## src/rtl/riscv_dbg_pkg.sv

```systemverilog
// Shared debug-path definitions: register-dump FSM states and the default
// architectural dimensions, also used by the debug transmitter.
package riscv_dbg_pkg;

  localparam int DBG_XLEN  = 32;
  localparam int DBG_NREGS = 32;

  typedef enum logic [2:0] {
    DUMP_IDLE   = 3'd0,
    DUMP_FREEZE = 3'd1,
    DUMP_LOAD   = 3'd2,
    DUMP_SEND   = 3'd3,
    DUMP_DONE   = 3'd4
  } dump_state_e;

endpackage

```

## src/rtl/riscv_regfile_dump.sv

```systemverilog
// Register-file dump engine: freezes architectural writes, walks a register
// range through a spare read port and streams each word over valid/ready.
module riscv_regfile_dump
  import riscv_dbg_pkg::*;
#(
  parameter  int XLEN      = DBG_XLEN,
  parameter  int NREGS     = DBG_NREGS,
  parameter  int FIRST_REG = 0,
  parameter  int LAST_REG  = 31,
  localparam int AW        = $clog2(NREGS)
) (
  input  logic            clk_i,
  input  logic            rst_ni,
  input  logic            start_i,
  input  logic            abort_i,
  output logic [AW-1:0]   rd_addr_o,
  input  logic [XLEN-1:0] rd_data_i,
  output logic            freeze_o,
  output logic [XLEN-1:0] data_o,
  output logic [AW-1:0]   idx_o,
  output logic            valid_o,
  input  logic            ready_i,
  output logic            last_o,
  output logic            busy_o,
  output logic            done_o
);

  if (!(FIRST_REG >= 0 && FIRST_REG <= LAST_REG && LAST_REG < NREGS)) begin : g_bad_range
    $error("riscv_regfile_dump: need 0 <= FIRST_REG <= LAST_REG < NREGS");
  end

  localparam logic [AW-1:0] FIRST_IDX = AW'(FIRST_REG);
  localparam logic [AW-1:0] LAST_IDX  = AW'(LAST_REG);

  dump_state_e   state;
  logic [AW-1:0] idx;

  // Status outputs decode straight from the state so an asynchronous reset
  // drops freeze_o immediately and releases the core's regfile writes.
  assign freeze_o  = (state == DUMP_FREEZE) || (state == DUMP_LOAD) || (state == DUMP_SEND);
  assign busy_o    = (state != DUMP_IDLE);
  assign done_o    = (state == DUMP_DONE);
  assign rd_addr_o = (state == DUMP_LOAD) ? idx : '0;

  // NOTE: every state element uses non-blocking assignment so all registers
  // update from the same pre-edge values and simulation matches synthesis.
  always_ff @(posedge clk_i or negedge rst_ni) begin
    if (!rst_ni) begin
      state   <= DUMP_IDLE;
      idx     <= FIRST_IDX;
      data_o  <= '0;
      idx_o   <= '0;
      last_o  <= 1'b0;
      valid_o <= 1'b0;
    end else if (abort_i && state != DUMP_IDLE) begin
      // Abort beats a same-cycle handshake: the word in flight is dropped.
      state   <= DUMP_IDLE;
      valid_o <= 1'b0;
      last_o  <= 1'b0;
    end else begin
      case (state)
        DUMP_IDLE: begin
          if (start_i) begin
            state <= DUMP_FREEZE;
            idx   <= FIRST_IDX;
          end
        end
        DUMP_FREEZE: begin
          // One idle cycle lets a writeback already in flight retire.
          state <= DUMP_LOAD;
        end
        DUMP_LOAD: begin
          data_o  <= rd_data_i;
          idx_o   <= idx;
          last_o  <= (idx == LAST_IDX);
          valid_o <= 1'b1;
          state   <= DUMP_SEND;
        end
        DUMP_SEND: begin
          if (ready_i) begin
            valid_o <= 1'b0;
            if (idx == LAST_IDX) begin
              state <= DUMP_DONE;
            end else begin
              idx   <= idx + AW'(1);
              state <= DUMP_LOAD;
            end
          end
        end
        DUMP_DONE: begin
          last_o <= 1'b0;
          state  <= DUMP_IDLE;
        end
        default: begin
          state <= DUMP_IDLE;
        end
      endcase
    end
  end

endmodule

```

## config.mk

```make
export PLATFORM = sky130hd
export DESIGN_NAME = riscv_regfile_dump
export DESIGN_NICKNAME = d
export VERILOG_FILES = /design/src/rtl/riscv_dbg_pkg.sv /design/src/rtl/riscv_regfile_dump.sv
export SDC_FILE = /design/constraint.sdc
export NUM_CORES = 1
export LEC_CHECK = 0
export ABC_AREA = 0
export CORE_ASPECT_RATIO = 1.25
export CORE_MARGIN = 3
export CORE_UTILIZATION = 43
export CTS_CLUSTER_DIAMETER = 60
export DETAILED_ROUTE_END_ITERATION = 16
export PLACE_DENSITY = 0.8
export SLEW_MARGIN = 20
export SYNTH_ARGS = -nofsm -noshare
export SYNTH_HDL_FRONTEND = slang
export SYNTH_SLANG_ARGS = --single-unit
```

## constraint.sdc

```tcl
create_clock -name clk_i -period 2.2 [get_ports clk_i]
set_input_delay 0.22 -clock clk_i [delete_from_list [all_inputs] [get_ports clk_i]]
set_output_delay 0.22 -clock clk_i [all_outputs]
set_load 0.03 [all_outputs]
```

==> flow_metrics.env <==
export IMPL_critical_path_class="flip-flop to primary output"
export IMPL_grt_use_total_pct=15.78
export IMPL_p_leak_nw=1.325
export IMPL_synth_seq_cells=47
export IMPL_antenna_found_initial=0
export IMPL_cts_inserted_buffers=5
export IMPL_vias=1527
export IMPL_avgSynthCellArea_um2=13.50
export IMPL_cts_buffer_depth=2
export IMPL_cts_root_buffer="clkbuf_8"
export IMPL_io_buffers=83
export IMPL_power_density_nw_per_um2=1390
export IMPL_critPathCaptureType="primary output"
export IMPL_place_gp_congestion=0.8326
export IMPL_routed_wl_um=4325
export IMPL_synthesis_area_um2=2066
export IMPL_io_pins=84
export IMPL_std_cell_rows=27
export IMPL_fp_dieH_um=83.49
export IMPL_finalSetupViolCount=0
export IMPL_finClkSkew_ns=0.002950
export IMPL_wl_per_cell_um=14.27
export IMPL_htreeDepth=2
export IMPL_rsz0062_at_grt="no"
export IMPL_drc=0
export IMPL_ys_types=35
export IMPL_syn_inst=153
export IMPL_slew_violations=0
export IMPL_finalHoldViolCount=0
export IMPL_dp_hpwl_um=3226
export IMPL_avgViaCountPerCell=5.040
export IMPL_drt_pass1_iterations=4
export IMPL_cts_reportedPaths_clkPinSlew_ns=0.08
export IMPL_outcome="finished, final reports clean"
export IMPL_grt_pass1_vias=1518
export IMPL_reg2reg_from="idx[0]"
export IMPL_crit_arrival_ns=1.85
export IMPL_clock_sinks=47
export IMPL_r2r_cells=6
export IMPL_worstReg2RegEnd="idx[0]"
export IMPL_area_delta_synth_final_pct=49.85
export IMPL_ys_warn_count=0
export IMPL_cap_viol_max_count=0
export IMPL_start_kind="flip-flop"
export IMPL_peakVddDrop_uv=712.5
export IMPL_drive_gt1_share_pct=23.27
export IMPL_grt_first_pass_wirelength_um=6941
export IMPL_final_nets=283
export IMPL_initial_core_util_pct=45.63
export IMPL_worstMarginPinSlew_ns=0.5478
export IMPL_slew_limit_headroom_pct=63.48
export IMPL_cp_max_fo=20
export IMPL_cts_tree="built"
export IMPL_required_ns=1.98
export IMPL_stdcell_count=303
export IMPL_finalCriticalPeriod_ns=2.074
export IMPL_ys_seq_area_share_pct=56.94
export IMPL_tns_ns=0
export IMPL_critPathLaunch="state[1]"
export IMPL_grt_max_degree=33
export IMPL_postRouteAntennaNets=0
export IMPL_hp_class="input port to async pin"
export IMPL_utilization_pct=68.38
export IMPL_dp_cells=294
export IMPL_reg2reg_slack_ns=0.31
export IMPL_overflow=0
export IMPL_syn_num_nets=192
export IMPL_min_period_over_period_pct=94.29
export IMPL_die_area_um2=5677
export IMPL_fp_dieW_um=68.00
export IMPL_insertedDiodeCount=0
export IMPL_core_area_um2=4527
export IMPL_initialDrtViolationCount=73
export IMPL_insertion_delay_ns=0.29
export IMPL_fmax_mhz=482.1
state kept, by name, indices dropped and copies added, names as in the netlist:
| signal | flops |
|---|---|
| data_o | 32 |
| idx | 5 |
| idx_o | 5 |
| last_o | 1 |
| state | 3 |
| valid_o | 1 |
layout by cell type, fill, tap and decap left out, drive strengths merged, types with 2 or more instances in the layout:
cell	netlist	routed
clkdlybuf4s50	0	82
dfrtp	47	47
mux2	38	38
nand2	9	9
buf	5	8
clkbuf	2	7
and3	6	6
nor2	6	6
inv	4	4
o21ai	4	4
nor2b	3	3
a21oi	3	3
nand3	3	3
o31ai	2	2
mux2i	2	2
o2bb2ai	2	2
ha	2	2
nor3	2	2
through the flow:
step	power, W	cell area (um2)	setup WS (ns)	hold WS [ns]
2_1_floorplan	0.002865	2066	0.3762	-0.07559
3_3_place_gp	0.003739	2978	0.3000	0.2363
3_5_place_dp	0.003784	2978	0.2828	0.2403
4_1_cts	0.004363	3093	0.07200	0.4601
5_1_grt	0.004571	3095	0.04331	0.4737
6_report	0.004301	3095	0.1257	0.4460
worst max-delay path, cell delays in order, from the launching register on:
cell and delay [ns]:
dfrtp_2 0.54, nor2_1 0.22, and2_1 0.15, clkdlybuf4s50_1 0.66
what timing repair did:
action,in CTS,in global routing
setup buffers,0,0
pin swaps,0,0
resized for setup,1,1
endpoints found under the hold margin,22,0
hold buffers,1,0
endpoints found under the setup margin,1,5
worst max-delay path by stage:
stage | slack, ns | depth (start not counted) | end
global placement | 0.30 | 3 | done_o
floorplan | 0.38 | 6 | idx[0]
finish | 0.13 | 3 | done_o
CTS | 0.07 | 3 | rd_addr_o[2]
detailed placement | 0.28 | 5 | data_o[10]
global route | 0.04 | 3 | done_o
cell usage after synthesis:
library cell  number  area share, %
o22a_1             1           0.42
nand3b_1           1           0.36
a211o_1            1           0.42
o21ai_0            3           0.73
nand4_1            1           0.30
o2bb2ai_1          2           0.85
mux2_2            33             18
dfrtp_1           47             57
inv_1              4           0.73
a21oi_1            3           0.73
nor2_1             6            1.1
and3_1             6            1.8
and3b_1            1           0.42
mux2_1             4            2.2
clkbuf_1           2           0.36
mux2i_1            2           0.97
nand3_2            1           0.48
or2_1              1           0.30
o31ai_1            2           0.73
o21bai_1           1           0.36
o2111ai_1          1           0.42
nand3_1            2           0.48
nor3_2             1           0.48
o21ai_1            1           0.24
a211oi_2           1           0.61
or3_1              1           0.30
ha_1               2            1.2
mux2_4             1           0.73
nor2b_1            3           0.91
and2_1             1           0.30
nand2_1            9            1.6
o22ai_1            1           0.30
nor3_4             1           0.79
nand2b_4           1           0.67
buf_6              5            2.7
metal layers:
layer  wire [um]  up-vias  GRT usage (%)
met5           0        -              0
met4          25        0          4.882
met3         394        4          4.987
met2        1955       64          24.39
met1        1949      729          20.87
li1            -      730              -
area by class of cell:
type / instances / area [um2]
fillers: 358 / 1431
well taps: 58 / 72.57
multi-input cells: 95 / 813.3
flip-flops and latches: 47 / 1177
repair buffers: 91 / 913.4
inverters: 4 / 15.01
clock inverters: 1 / 7.507
clock buffers: 7 / 96.34
power by group:
group	leakage [nW]	internal, W	total, W	switching (W)
logic	0.691	0.00110	0.00232	0.00123
clock network	0.0505	0.000286	0.000557	0.000271
registers	0.583	0.00122	0.00142	0.000204
total	1.32	0.00260	0.00430	0.00171
cells by family after synthesis:
logic type      synth area share, %
buf+inv                       3.816
compound gates                5.814
simple gates                  10.36
mux                           21.87
flops                         56.94
fa+ha+maj                     1.211
Power figures use the tool's default switching activity.
